$ cat config.mk
export PLATFORM = sky130hd
export DESIGN_NAME = mem_arbiter
export DESIGN_NICKNAME = d
export VERILOG_FILES = /design/src/rtl/cpu_types_pkg.sv /design/src/rtl/diaosi_types_pkg.sv /design/src/rtl/arb_starve_cnt.sv /design/src/rtl/mem_arbiter.sv
export SDC_FILE = /design/constraint.sdc
export NUM_CORES = 1
export LEC_CHECK = 0
export ABC_AREA = 1
export CORE_AREA = 2 2 105 107
export CTS_CLUSTER_SIZE = 20
export DETAILED_ROUTE_END_ITERATION = 8
export DIE_AREA = 0 0 107 109
export GPL_TIMING_DRIVEN = 0
export HOLD_SLACK_MARGIN = 0.03
export PLACE_DENSITY = 0.7
export SETUP_SLACK_MARGIN = 0.1
export SYNTH_ARGS = -nofsm -noshare
export SYNTH_HDL_FRONTEND = slang
export SYNTH_SLANG_ARGS = --single-unit
$ cat constraint.sdc
create_clock -name CLK -period 3.4 [get_ports CLK]
set_input_delay 0.34 -clock CLK [delete_from_list [all_inputs] [get_ports CLK]]
set_output_delay 0.34 -clock CLK [all_outputs]
set_load 0.01 [all_outputs]
$ cat src/rtl/cpu_types_pkg.sv
// Shared CPU-side types: machine word and the RAM model's handshake state.
package cpu_types_pkg;

  typedef logic [31:0] word_t;

  typedef enum logic [1:0] {
    FREE   = 2'd0,
    BUSY   = 2'd1,
    ACCESS = 2'd2,
    ERROR  = 2'd3
  } ramstate_t;

endpackage

$ cat src/rtl/diaosi_types_pkg.sv
// Types local to the memory arbitration logic.
package diaosi_types_pkg;

  typedef enum logic [1:0] {
    IDLE_ARB   = 2'd0,
    IGRANT_ARB = 2'd1,
    DGRANT_ARB = 2'd2
  } arb_state_t;

endpackage

$ cat src/rtl/arb_starve_cnt.sv
// Saturating count of data completions that overtook a pending instruction fetch.
module arb_starve_cnt #(
  parameter int STARVE_MAX = 4
) (
  input  logic CLK,
  input  logic nRST,
  input  logic inc_i,
  input  logic clr_i,
  output logic at_max_o
);

  localparam logic [3:0] MaxCnt = 4'(STARVE_MAX);

  logic [3:0] cnt_q, cnt_d;

  always_comb begin
    cnt_d = cnt_q;
    if (clr_i)
      cnt_d = '0;
    else if (inc_i && (cnt_q != MaxCnt))
      cnt_d = cnt_q + 4'd1;
  end

  always_ff @(posedge CLK or negedge nRST) begin
    if (!nRST) cnt_q <= '0;
    else       cnt_q <= cnt_d;
  end

  assign at_max_o = (cnt_q == MaxCnt);

endmodule

$ cat src/rtl/mem_arbiter.sv
// Shares one RAM port between instruction fetch and data access; data wins
// unless instruction fetch has been overtaken STARVE_MAX times in a row.
module mem_arbiter
  import cpu_types_pkg::*;
  import diaosi_types_pkg::*;
#(
  parameter int STARVE_MAX = 4
) (
  input  logic        CLK,
  input  logic        nRST,
  input  logic        iREN,
  input  word_t       iaddr,
  output logic        iwait,
  output word_t       iload,
  input  logic        dREN,
  input  logic        dWEN,
  input  word_t       daddr,
  input  word_t       dstore,
  output logic        dwait,
  output word_t       dload,
  output logic        ramREN,
  output logic        ramWEN,
  output word_t       ramaddr,
  output word_t       ramstore,
  input  word_t       ramload,
  input  logic [1:0]  ramstate,
  output logic        ram_err
);

  arb_state_t state_q, state_d;
  logic       err_q, err_d;
  ramstate_t  rs;
  logic       dreq, at_max, i_done, cnt_inc, cnt_clr;

  assign rs   = ramstate_t'(ramstate);
  assign dreq = dREN | dWEN;

  arb_starve_cnt #(.STARVE_MAX(STARVE_MAX)) u_starve (
    .CLK     (CLK),
    .nRST    (nRST),
    .inc_i   (cnt_inc),
    .clr_i   (cnt_clr),
    .at_max_o(at_max)
  );

  always_comb begin
    state_d  = state_q;
    ramREN   = 1'b0;
    ramWEN   = 1'b0;
    ramaddr  = '0;
    ramstore = '0;
    iwait    = 1'b1;
    dwait    = 1'b1;
    iload    = '0;
    dload    = '0;
    i_done   = 1'b0;
    cnt_inc  = 1'b0;
    case (state_q)
      IDLE_ARB: begin
        if (dreq && !(iREN && at_max)) state_d = DGRANT_ARB;
        else if (iREN)                 state_d = IGRANT_ARB;
      end
      IGRANT_ARB: begin
        ramREN  = iREN;
        ramaddr = iaddr;
        // A withdrawn request ends the grant even if the RAM answers this cycle.
        if (!iREN) begin
          state_d = IDLE_ARB;
        end else if (rs == ACCESS) begin
          iwait   = 1'b0;
          iload   = ramload;
          i_done  = 1'b1;
          state_d = IDLE_ARB;
        end
      end
      DGRANT_ARB: begin
        ramWEN   = dWEN;
        ramREN   = dREN & ~dWEN;
        ramaddr  = daddr;
        ramstore = dstore;
        if (!dreq) begin
          state_d = IDLE_ARB;
        end else if (rs == ACCESS) begin
          dwait   = 1'b0;
          dload   = dWEN ? '0 : ramload;
          cnt_inc = iREN;
          state_d = IDLE_ARB;
        end
      end
      default: state_d = IDLE_ARB;
    endcase
  end

  assign cnt_clr = i_done | ((state_q == IDLE_ARB) && !iREN);
  assign err_d   = err_q | ((state_q != IDLE_ARB) && (rs == ERROR));
  assign ram_err = err_q;

  always_ff @(posedge CLK or negedge nRST) begin
    if (!nRST) begin
      state_q <= IDLE_ARB;
      err_q   <= 1'b0;
    end else begin
      state_q <= state_d;
      err_q   <= err_d;
    end
  end

endmodule

==> flow_summary.ini <==
[layout]
seq_area_sq_um = 175
final_common_cell = clkdlybuf4s50_1
drive_gt1_share_pct = 8.86
num-fill-cells = 1090
layout_common_cells = clkdlybuf4s50_1, nand2_1, inv_1, nor2_1, a21oi_1
num-nets-final = 774
area_delta_synth_final_pct = 155
multi_input_comb_area_sq_um = 1260
diodes = 0

[power]
clkPwrFrac_pct = 6.2
p_switching_mw = 0.912
irDropWorstVdd_v = 0.000285
combPwrFrac_pct = 87.7
p_per_area_nw_per_um2 = 397
power.leakage_nw = 2.15
seqPwrFrac_pct = 6.2
p_int_mw = 0.977
switching_share_pct = 48.3

[global_routing]
antenna_found_initial = 0
grt_pass1_wl_um = 14500
grt_use_total_pct = 15.4
grt_overflow = 0
grt_pass1_vias = 2864
grt_max_degree = 11

[drt]
vias = 3193
wirelength_um = 10300
top_layer = met4
wl_met3_um = 610
viasPerCell = 4.14
drtIter0Drc = 200
met1_length_um = 4120
ant_nets = 0
dr.pass1.iters = 4
drc = 0
wl_per_cell_um = 13.4
dr_wl_met2_um = 5450

[clock_network]
tritoncts = done
cts_inserted_buffers = 3
cts_root_buf = clkbuf_8
post_cts_buffers = 0
cts_resized = 0
numClockSinks = 7
path_clk_slew_ns = 0.04
htree_num_levels = 1
hold_buffers = 0
clock_path_buffers = 2
clk_latency_ns = 0.23

[place]
portBuffers = 267
post-dp-hpwl_um = 8880
gp_congestion = 0.836

[sta]
max_freq_ghz = 0.375
slew_violations = 0
finalSetupViolCount = 0
setup_tns_ns = 0
fin_skew_ns = 0.00336
timing_worst_slew_pin_value_ns = 0.546
maxSlewHeadroom_pct = 63.6
finalCritPeriodShare_pct = 78.4
rsz0062_at_grt = false
holdWs_ns = 0.379
hold_violations = 0
final.min_clock_period_ns = 2.67

[synth]
synth_top_cell_area_share_pct = 23.9
post_synth_num_cell_types = 22
syn_inst = 361
syn-cell-area_sq_um = 1870
yosys.area.top_type = nand2_1
synthTopCellsByArea = nand2_1, inv_1, nor3_2, dfrtp_1, a21oi_1
yosysWarningCount = 0
ys_seq_elements = 7
ys_seq_area_share_pct = 9.36
synth_nets = 502
avgSynthCellArea_sq_um = 5.18

[floorplan]
core-area_sq_um = 10600
die_y_um = 109
start_util_pct = 17.6
row_count = 38
io_pins = 268
dieArea_sq_um = 11700
die_w_um = 107

[worst_setup_path]
required_ns = 3.06
r2r_setup_slack_ns = 1.89
critPathKind = reg -> out
r2r_cells = 8
critPathLaunchType = register
end_kind = output pin
crit_path_max_fanout = 10
rr_startpoint = state_q[0]
rr_endpoint = u_starve.cnt_q[2]
path_common_cell = buf_2
cp_slowest_cell = clkdlybuf4s50_1
crit_chain = inv_1 > ha_1 > buf_2 > buf_2 > nand2_1 > a21oi_1 > clkdlybuf4s50_1
cp_slowest_stage_delay_ns = 0.56
arrival_ns = 2.33

[job]
cap_violations = 0

[run_status]
status = complete, no violations

[hold_path]
hold_class = in -> async
metal layers:
layer  up-vias  global-route usage, %
li1       1609                      -
met2       115                   29.6
met5         -                      0
met1      1455                   18.2
met3        14                   1.85
met4         0                   3.43
cell usage after synthesis:
library cell	n
buf_2	16
o21ai_0	1
buf_6	3
a21oi_1	32
a31o_2	1
xor2_1	1
ha_1	6
nor3_2	29
nand3_1	11
nor2_2	2
nor3_1	3
nor2_1	39
clkbuf_1	2
dfrtp_1	7
nand4_1	1
inv_1	81
or2_1	1
nand2_1	119
nand2_2	1
nand3b_1	1
a21oi_2	1
buf_1	3
per-stage QoR:
step	utilization, %	cells	power, mW	worst slack, ns	instance area [sq um]
6_report	44.9	772	1.89	0.735	4760
5_1_grt	44.9	772	2.05	0.576	4760
4_1_cts	44.9	772	1.91	0.717	4760
3_5_place_dp	44.5	768	1.78	0.843	4720
3_3_place_gp	44.5	768	1.76	0.823	4720
2_1_floorplan	-	361	0.876	1.69	1870
worst max path at each step:
stage                           start     endpoint  slack [ns]  cells past startpoint
after floorplan            state_q[1]    iload[22]        1.69                      8
after global placement    ramstate[1]    iload[21]        0.82                      7
after detailed placement  ramstate[0]     iload[6]        0.84                      8
after CTS                  state_q[0]   ramaddr[5]        0.72                      7
after global routing       state_q[0]   ramaddr[3]        0.58                      7
final                      state_q[0]  ramaddr[27]        0.73                      7
sequential cells by signal, indices dropped and copies added, names as in the netlist:
name	cells
ram_err	1
state_q	2
u_starve.cnt_q	4
kinds of logic (layout without fill, tap and decap cells):
logic type / count (synthesis) / count (layout) / share of synthesized area (%)
compound gates: 35 / 35 / 9.77
xor+xnor: 1 / 1 / 0.468
buf+inv: 105 / 376 / 23.3
flops: 7 / 7 / 9.36
fa+ha+maj: 6 / 6 / 4.01
simple gates: 207 / 207 / 53.0
final cells by class:
class / count / area share (%)
Sequential cell: 7 / 3.68
Multi-Input combinational cell: 249 / 26.4
Buffer: 24 / 2.78
Timing Repair Buffer: 267 / 56.1
Clock buffer: 4 / 0.946
Tap cell: 140 / 3.68
Inverter: 81 / 6.38
power groups by stage:
stage          logic (mW)  registers (mW)  clock network, mW
5_1_grt              1.81           0.120              0.125
6_report             1.66           0.116              0.117
3_5_place_dp         1.67           0.117                  0
2_1_floorplan       0.763           0.113                  0
4_1_cts              1.67           0.116              0.120
3_3_place_gp         1.65           0.115                  0
worst max-delay path: cells and delay by family, from the launching register on:
family | cells | cell delay [ns]
DFF | 1 | 0.41
adders and majority gates | 1 | 0.21
AOI/OAI and AO/OA | 1 | 0.14
and+or+nand+nor | 1 | 0.12
buffers and inverters | 4 | 1.23
Note: power is estimated with default switching activity, not from simulation.
